[config.mk]
export PLATFORM = sky130hd
export DESIGN_NAME = cpu_decode_queue
export DESIGN_NICKNAME = d
export VERILOG_FILES = /design/src/rtl/cpu_decode_queue.sv
export SDC_FILE = /design/constraint.sdc
export NUM_CORES = 1
export LEC_CHECK = 0
export BUFFER_PORTS_ARGS = -buffer_cell sky130_fd_sc_hd__buf_2
export CAP_MARGIN = 20
export CORE_MARGIN = 2
export CORE_UTILIZATION = 53
export CTS_CLUSTER_DIAMETER = 50
export DETAILED_ROUTE_END_ITERATION = 8
export PLACE_DENSITY = 0.75
export RECOVER_POWER = 25
export SLEW_MARGIN = 20
export SYNTH_ARGS = -nofsm -noshare
export SYNTH_HDL_FRONTEND = slang
export SYNTH_SLANG_ARGS = --single-unit
[constraint.sdc]
create_clock -name i_clock -period 4.2 [get_ports i_clock]
set_input_delay 0.42 -clock i_clock [delete_from_list [all_inputs] [get_ports i_clock]]
set_output_delay 0.42 -clock i_clock [all_outputs]
set_load 0.01 [all_outputs]
[src/rtl/cpu_decode_queue.sv]
// RV32I decode stage with a DEPTH-entry decoded-instruction queue between fetch and execute.
// Instructions are decoded once on entry; a tag change on either side marks new work.
module cpu_decode_queue #(
  parameter int DEPTH = 4,
  parameter int TAG_W = 3
) (
  input  logic                     i_clock,
  input  logic                     i_reset,
  input  logic [TAG_W-1:0]         i_tag,
  input  logic [31:0]              i_instruction,
  input  logic [31:0]              i_pc,
  input  logic                     i_flush,
  input  logic                     i_stall,
  output logic                     o_busy,
  output logic [TAG_W-1:0]         o_tag,
  output logic [31:0]              o_instruction,
  output logic [31:0]              o_pc,
  output logic [4:0]               o_inst_rs1,
  output logic [4:0]               o_inst_rs2,
  output logic [4:0]               o_inst_rd,
  output logic [31:0]              o_imm,
  output logic                     o_branch,
  output logic                     o_illegal,
  output logic [$clog2(DEPTH):0]   o_count
);

  localparam int PW = $clog2(DEPTH);
  localparam int CW = PW + 1;

  typedef enum logic [2:0] {FMT_R, FMT_I, FMT_S, FMT_B, FMT_U, FMT_J, FMT_BAD} fmt_t;

  typedef struct packed {
    logic [TAG_W-1:0] tag;
    logic [31:0]      instruction;
    logic [31:0]      pc;
    logic [4:0]       rs1;
    logic [4:0]       rs2;
    logic [4:0]       rd;
    logic [31:0]      imm;
    logic             branch;
    logic             illegal;
  } entry_t;

  fmt_t             fmt;
  entry_t           dec;
  entry_t           mem [DEPTH];
  entry_t           out_q;
  logic [PW-1:0]    wr_ptr;
  logic [PW-1:0]    rd_ptr;
  logic [CW-1:0]    count;
  logic [TAG_W-1:0] last_tag;
  logic             full;
  logic             push;
  logic             pop;

  always_comb begin
    fmt = FMT_BAD;
    if (i_instruction[1:0] == 2'b11) begin
      case (i_instruction[6:0])
        7'b0000011, 7'b0010011, 7'b1100111, 7'b0001111, 7'b1110011: fmt = FMT_I;
        7'b0100011:             fmt = FMT_S;
        7'b1100011:             fmt = FMT_B;
        7'b0110111, 7'b0010111: fmt = FMT_U;
        7'b1101111:             fmt = FMT_J;
        7'b0110011:             fmt = FMT_R;
        default:                fmt = FMT_BAD;
      endcase
    end
  end

  // Illegal entries keep instruction and PC but leave every decoded field at zero.
  always_comb begin
    dec             = '0;
    dec.tag         = i_tag;
    dec.instruction = i_instruction;
    dec.pc          = i_pc;
    dec.illegal     = (fmt == FMT_BAD);
    case (fmt)
      FMT_R: begin
        dec.rs1 = i_instruction[19:15];
        dec.rs2 = i_instruction[24:20];
        dec.rd  = i_instruction[11:7];
      end
      FMT_I: begin
        dec.rs1    = i_instruction[19:15];
        dec.rd     = i_instruction[11:7];
        dec.imm    = {{20{i_instruction[31]}}, i_instruction[31:20]};
        dec.branch = (i_instruction[6:0] == 7'b1100111);
      end
      FMT_S: begin
        dec.rs1 = i_instruction[19:15];
        dec.rs2 = i_instruction[24:20];
        dec.imm = {{20{i_instruction[31]}}, i_instruction[31:25], i_instruction[11:7]};
      end
      FMT_B: begin
        dec.rs1    = i_instruction[19:15];
        dec.rs2    = i_instruction[24:20];
        dec.imm    = {{19{i_instruction[31]}}, i_instruction[31], i_instruction[7],
                      i_instruction[30:25], i_instruction[11:8], 1'b0};
        dec.branch = 1'b1;
      end
      FMT_U: begin
        dec.rd  = i_instruction[11:7];
        dec.imm = {i_instruction[31:12], 12'b0};
      end
      FMT_J: begin
        dec.rd     = i_instruction[11:7];
        dec.imm    = {{11{i_instruction[31]}}, i_instruction[31], i_instruction[19:12],
                      i_instruction[20], i_instruction[30:21], 1'b0};
        dec.branch = 1'b1;
      end
      default: ;
    endcase
  end

  assign full = (count == CW'(DEPTH));
  assign push = (i_tag != last_tag) && !full && !i_flush;
  assign pop  = !i_stall && (count != '0) && !i_flush;

  always_ff @(posedge i_clock) begin
    if (push) mem[wr_ptr] <= dec;
  end

  // Flush drops the queue and the offered tag but leaves the presented entry in place.
  always_ff @(posedge i_clock or posedge i_reset) begin
    if (i_reset) begin
      wr_ptr   <= '0;
      rd_ptr   <= '0;
      count    <= '0;
      last_tag <= '0;
      out_q    <= '0;
    end else if (i_flush) begin
      wr_ptr   <= '0;
      rd_ptr   <= '0;
      count    <= '0;
      last_tag <= i_tag;
    end else begin
      if (push) begin
        wr_ptr   <= wr_ptr + PW'(1);
        last_tag <= i_tag;
      end
      if (pop) begin
        out_q  <= mem[rd_ptr];
        rd_ptr <= rd_ptr + PW'(1);
      end
      case ({push, pop})
        2'b10:   count <= count + CW'(1);
        2'b01:   count <= count - CW'(1);
        default: count <= count;
      endcase
    end
  end

  assign o_busy        = full;
  assign o_count       = count;
  assign o_tag         = out_q.tag;
  assign o_instruction = out_q.instruction;
  assign o_pc          = out_q.pc;
  assign o_inst_rs1    = out_q.rs1;
  assign o_inst_rs2    = out_q.rs2;
  assign o_inst_rd     = out_q.rd;
  assign o_imm         = out_q.imm;
  assign o_branch      = out_q.branch;
  assign o_illegal     = out_q.illegal;

endmodule

==> metrics <==
P_sw 0.00448 W; R2R setup slack around 1.2 ns; clock slew at reported path FFs ~0.060 ns; Post-Synthesis Cell Area 0.0225 mm²; CP Capture Type register; Synth Instances 1068; Yosys cell types 59; Die Width 210 µm; Final min period 2.96 ns; Post-Syn Nets approximately 1100; area share of the largest cell type after synthesis 61.9%; fraction of registers with async set or reset after synthesis around a fifth; Comb power frac 21.2%; fin crit share a little over two thirds; CP Data Arrival Time approximately 3.5 ns; Crit path top cell by count buf_4; Max stage delay cell, worst path buf_4; layout cell share with drive strength beyond 1 35.9%; DP Wirelength 27600 µm; CTS root buf clkbuf_16; final net count around 1400; Max Cap Viol 1; vias in the first global route 11400; Die Y 210 µm; Setup Crit Path Kind reg -> reg; clock power share 30.0%; Int Pwr 0.0122 W; Seq pwr share about half; Initial Util 53.7%; Final Hold Fails 0; count of pins over their slew limit 101; failing checks max-capacitance violations, max-slew violations; worst hold path class in -> reg; utilization after layout just over 60%; Routed Antenna Nets 0; top_reg_cell synth edfxtp_1; Sw Share around 27%; post-synth top area cell edfxtp_1; Worst Max-Slew Pin Slew 2.38 ns; Vias/cell slightly below 6; total leakage power slightly above 9 nW; Setup Viol. Count Final 0; setup_tns 0 ns; core area 0.0419 mm²; Clock Sinks 590; most frequent cells in the layout edfxtp_1, dfrtp_1, buf_2, mux2_2, mux4_2; I/O Buffers 190; Slew headroom -58.8%; CTS tree yes; maximum clock frequency 338 MHz; startpoint types register; fin worst setup slack between 1 and 1.5 ns; flop and latch count out of synthesis slightly below 600; first-pass GRT wire length approximately 70000 µm; pre-CTS setup slack 1.27 ns; unrepaired setup endpoints after global routing false; power density cells around 640 mW/mm²; Post-synth EDFFs 464; Remaining Overflow, GRT 0; drt total wl 45700 µm; routability cong. between 0.7 and 0.8; Residual DRC 0; max incr delay on CP 0.90 ns; Seq/Total Area, Yosys 75.9%; Pwr Total between 0.015 and 0.02 W; post-CTS setup buffer count 0; CP cell instances nor3_2, nor3_4, buf_4, buf_4, mux2_2; site row count 75; Hold WS 0.0944 ns; Num CTS Buffers 57; Yosys warnings 0; # IOs 191; area of the die 0.0442 mm²; ranking of synthesized cells by area edfxtp_1, dfrtp_1, mux4_2, mux2_2, and2_1; WP data required 4.69 ns; Fill cells 2896; crit path to o_instruction[7]; status finished, violations left; worst vdd ir 427 µV; worst reg2reg path depth 5; antenna violations before repair 2; clock tree buffer depth 3; Routed wire per std cell 24.2 µm; Syn Area/Cell 21.1 µm²; largest net degree at the start of global routing 101; Final Skew 0.0226 ns; commonest non-fill, non-tap cell in the layout edfxtp_1; H-tree level count 2; worst reg2reg endpoint o_instruction[7]; drt first pass iters 5; CP startpoint o_count[0]; r2r startpoint o_count[0]; area added between synthesis and finish 15.5%; initial drt markers 889; worst skew pair latency 0.61 ns; GRT Total Usage 21.4%; via count between 10000 and 15000; crit-path max FO 72
==> critical path, delay by kind of cell, from the launching register on <==
| family | cells | cell delay (ns) |
|---|---|---|
| buffers and inverters | 2 | 1.43 |
| and+or+nand+nor | 2 | 0.29 |
| DFF | 1 | 0.52 |
| muxes | 1 | 0.43 |
==> cells in the mapped netlist (all sizes together) (9+ instances only) <==
library cell and n:
nor2 12, dfrtp 126, edfxtp 464, clkbuf 16, a21oi 17, buf 34, mux4 116, nand2 28
nand3 9, inv 13, mux2 121, and2 24
==> routing by layer <==
metal	track usage, %	routed length [µm]	vias to the layer above
li1	-	-	4769
met1	31.3	19800	5780
met2	33.2	21700	397
met3	4.14	3010	71
met4	6.38	1140	2
met5	0	12	-
==> state kept, by name (all words and copies together), names as in the netlist <==
signal,cells
mem,464
o_imm,32
o_instruction,32
o_pc,32
o_inst_rd,5
o_inst_rs1,5
o_inst_rs2,5
last_tag,3
o_count,3
o_tag,3
rd_ptr,2
wr_ptr,2
o_branch,1
o_illegal,1
==> area by class of cell <==
class | instances | area [µm²] | share of cell area (%)
clock inverter | 25 | 259 | 0.996
sequential | 590 | 17100 | 65.7
clock buffer | 83 | 1580 | 6.09
tap | 539 | 674 | 2.59
timing repair buffer | 218 | 1180 | 4.53
inverter | 13 | 52.6 | 0.202
antenna | 1 | 2.50 | 0.00962
multi-input combinational | 415 | 5170 | 19.9
==> logic make-up after synthesis <==
family | Yosys count | synth area share (%)
DFF | 590 | 75.9
adders and majority gates | 5 | 0.311
and+or+nand+nor | 104 | 2.51
buffers and inverters | 63 | 1.28
xor gates and xnor gates | 8 | 0.311
AOI/OAI and AO/OA | 59 | 1.98
muxes | 239 | 17.7
==> timing repair <==
action / in CTS / in global routing
gates resized for setup: 0 / 0
hold buffers: 5 / 1
endpoints found under the hold margin: 17 / 6
==> power groups by stage <==
| stage | logic (W) | clock network, W | registers [W] |
|---|---|---|---|
| finish | 0.00354 | 0.00500 | 0.00814 |
| floorplan | 0.00204 | 0 | 0.00839 |
| detailed placement | 0.00360 | 0 | 0.00826 |
| global route | 0.00381 | 0.00534 | 0.00828 |
| global placement | 0.00356 | 0 | 0.00819 |
| CTS | 0.00363 | 0.00512 | 0.00816 |
==> how the worst min path moves through the flow <==
stage	slack [ns]	cells after the start	from	endpoint
after floorplan	0.52	0	i_instruction[19]	mem[0][100]
after global placement	0.49	1	o_imm[12]	o_imm[12]
after detailed placement	0.49	1	o_pc[23]	o_pc[23]
after CTS	0.001	1	i_pc[29]	mem[2][78]
after global routing	0.08	1	i_pc[29]	mem[2][78]
final	0.09	1	i_pc[1]	mem[0][50]
==> stage by stage <==
step,cell area (µm²),instances
floorplan,22500,1068
global placement,24200,1769
detailed placement,24200,1769
CTS,26100,1882
global route,26000,1883
finish,26000,1884
Note: power is estimated with default switching activity, not from simulation.
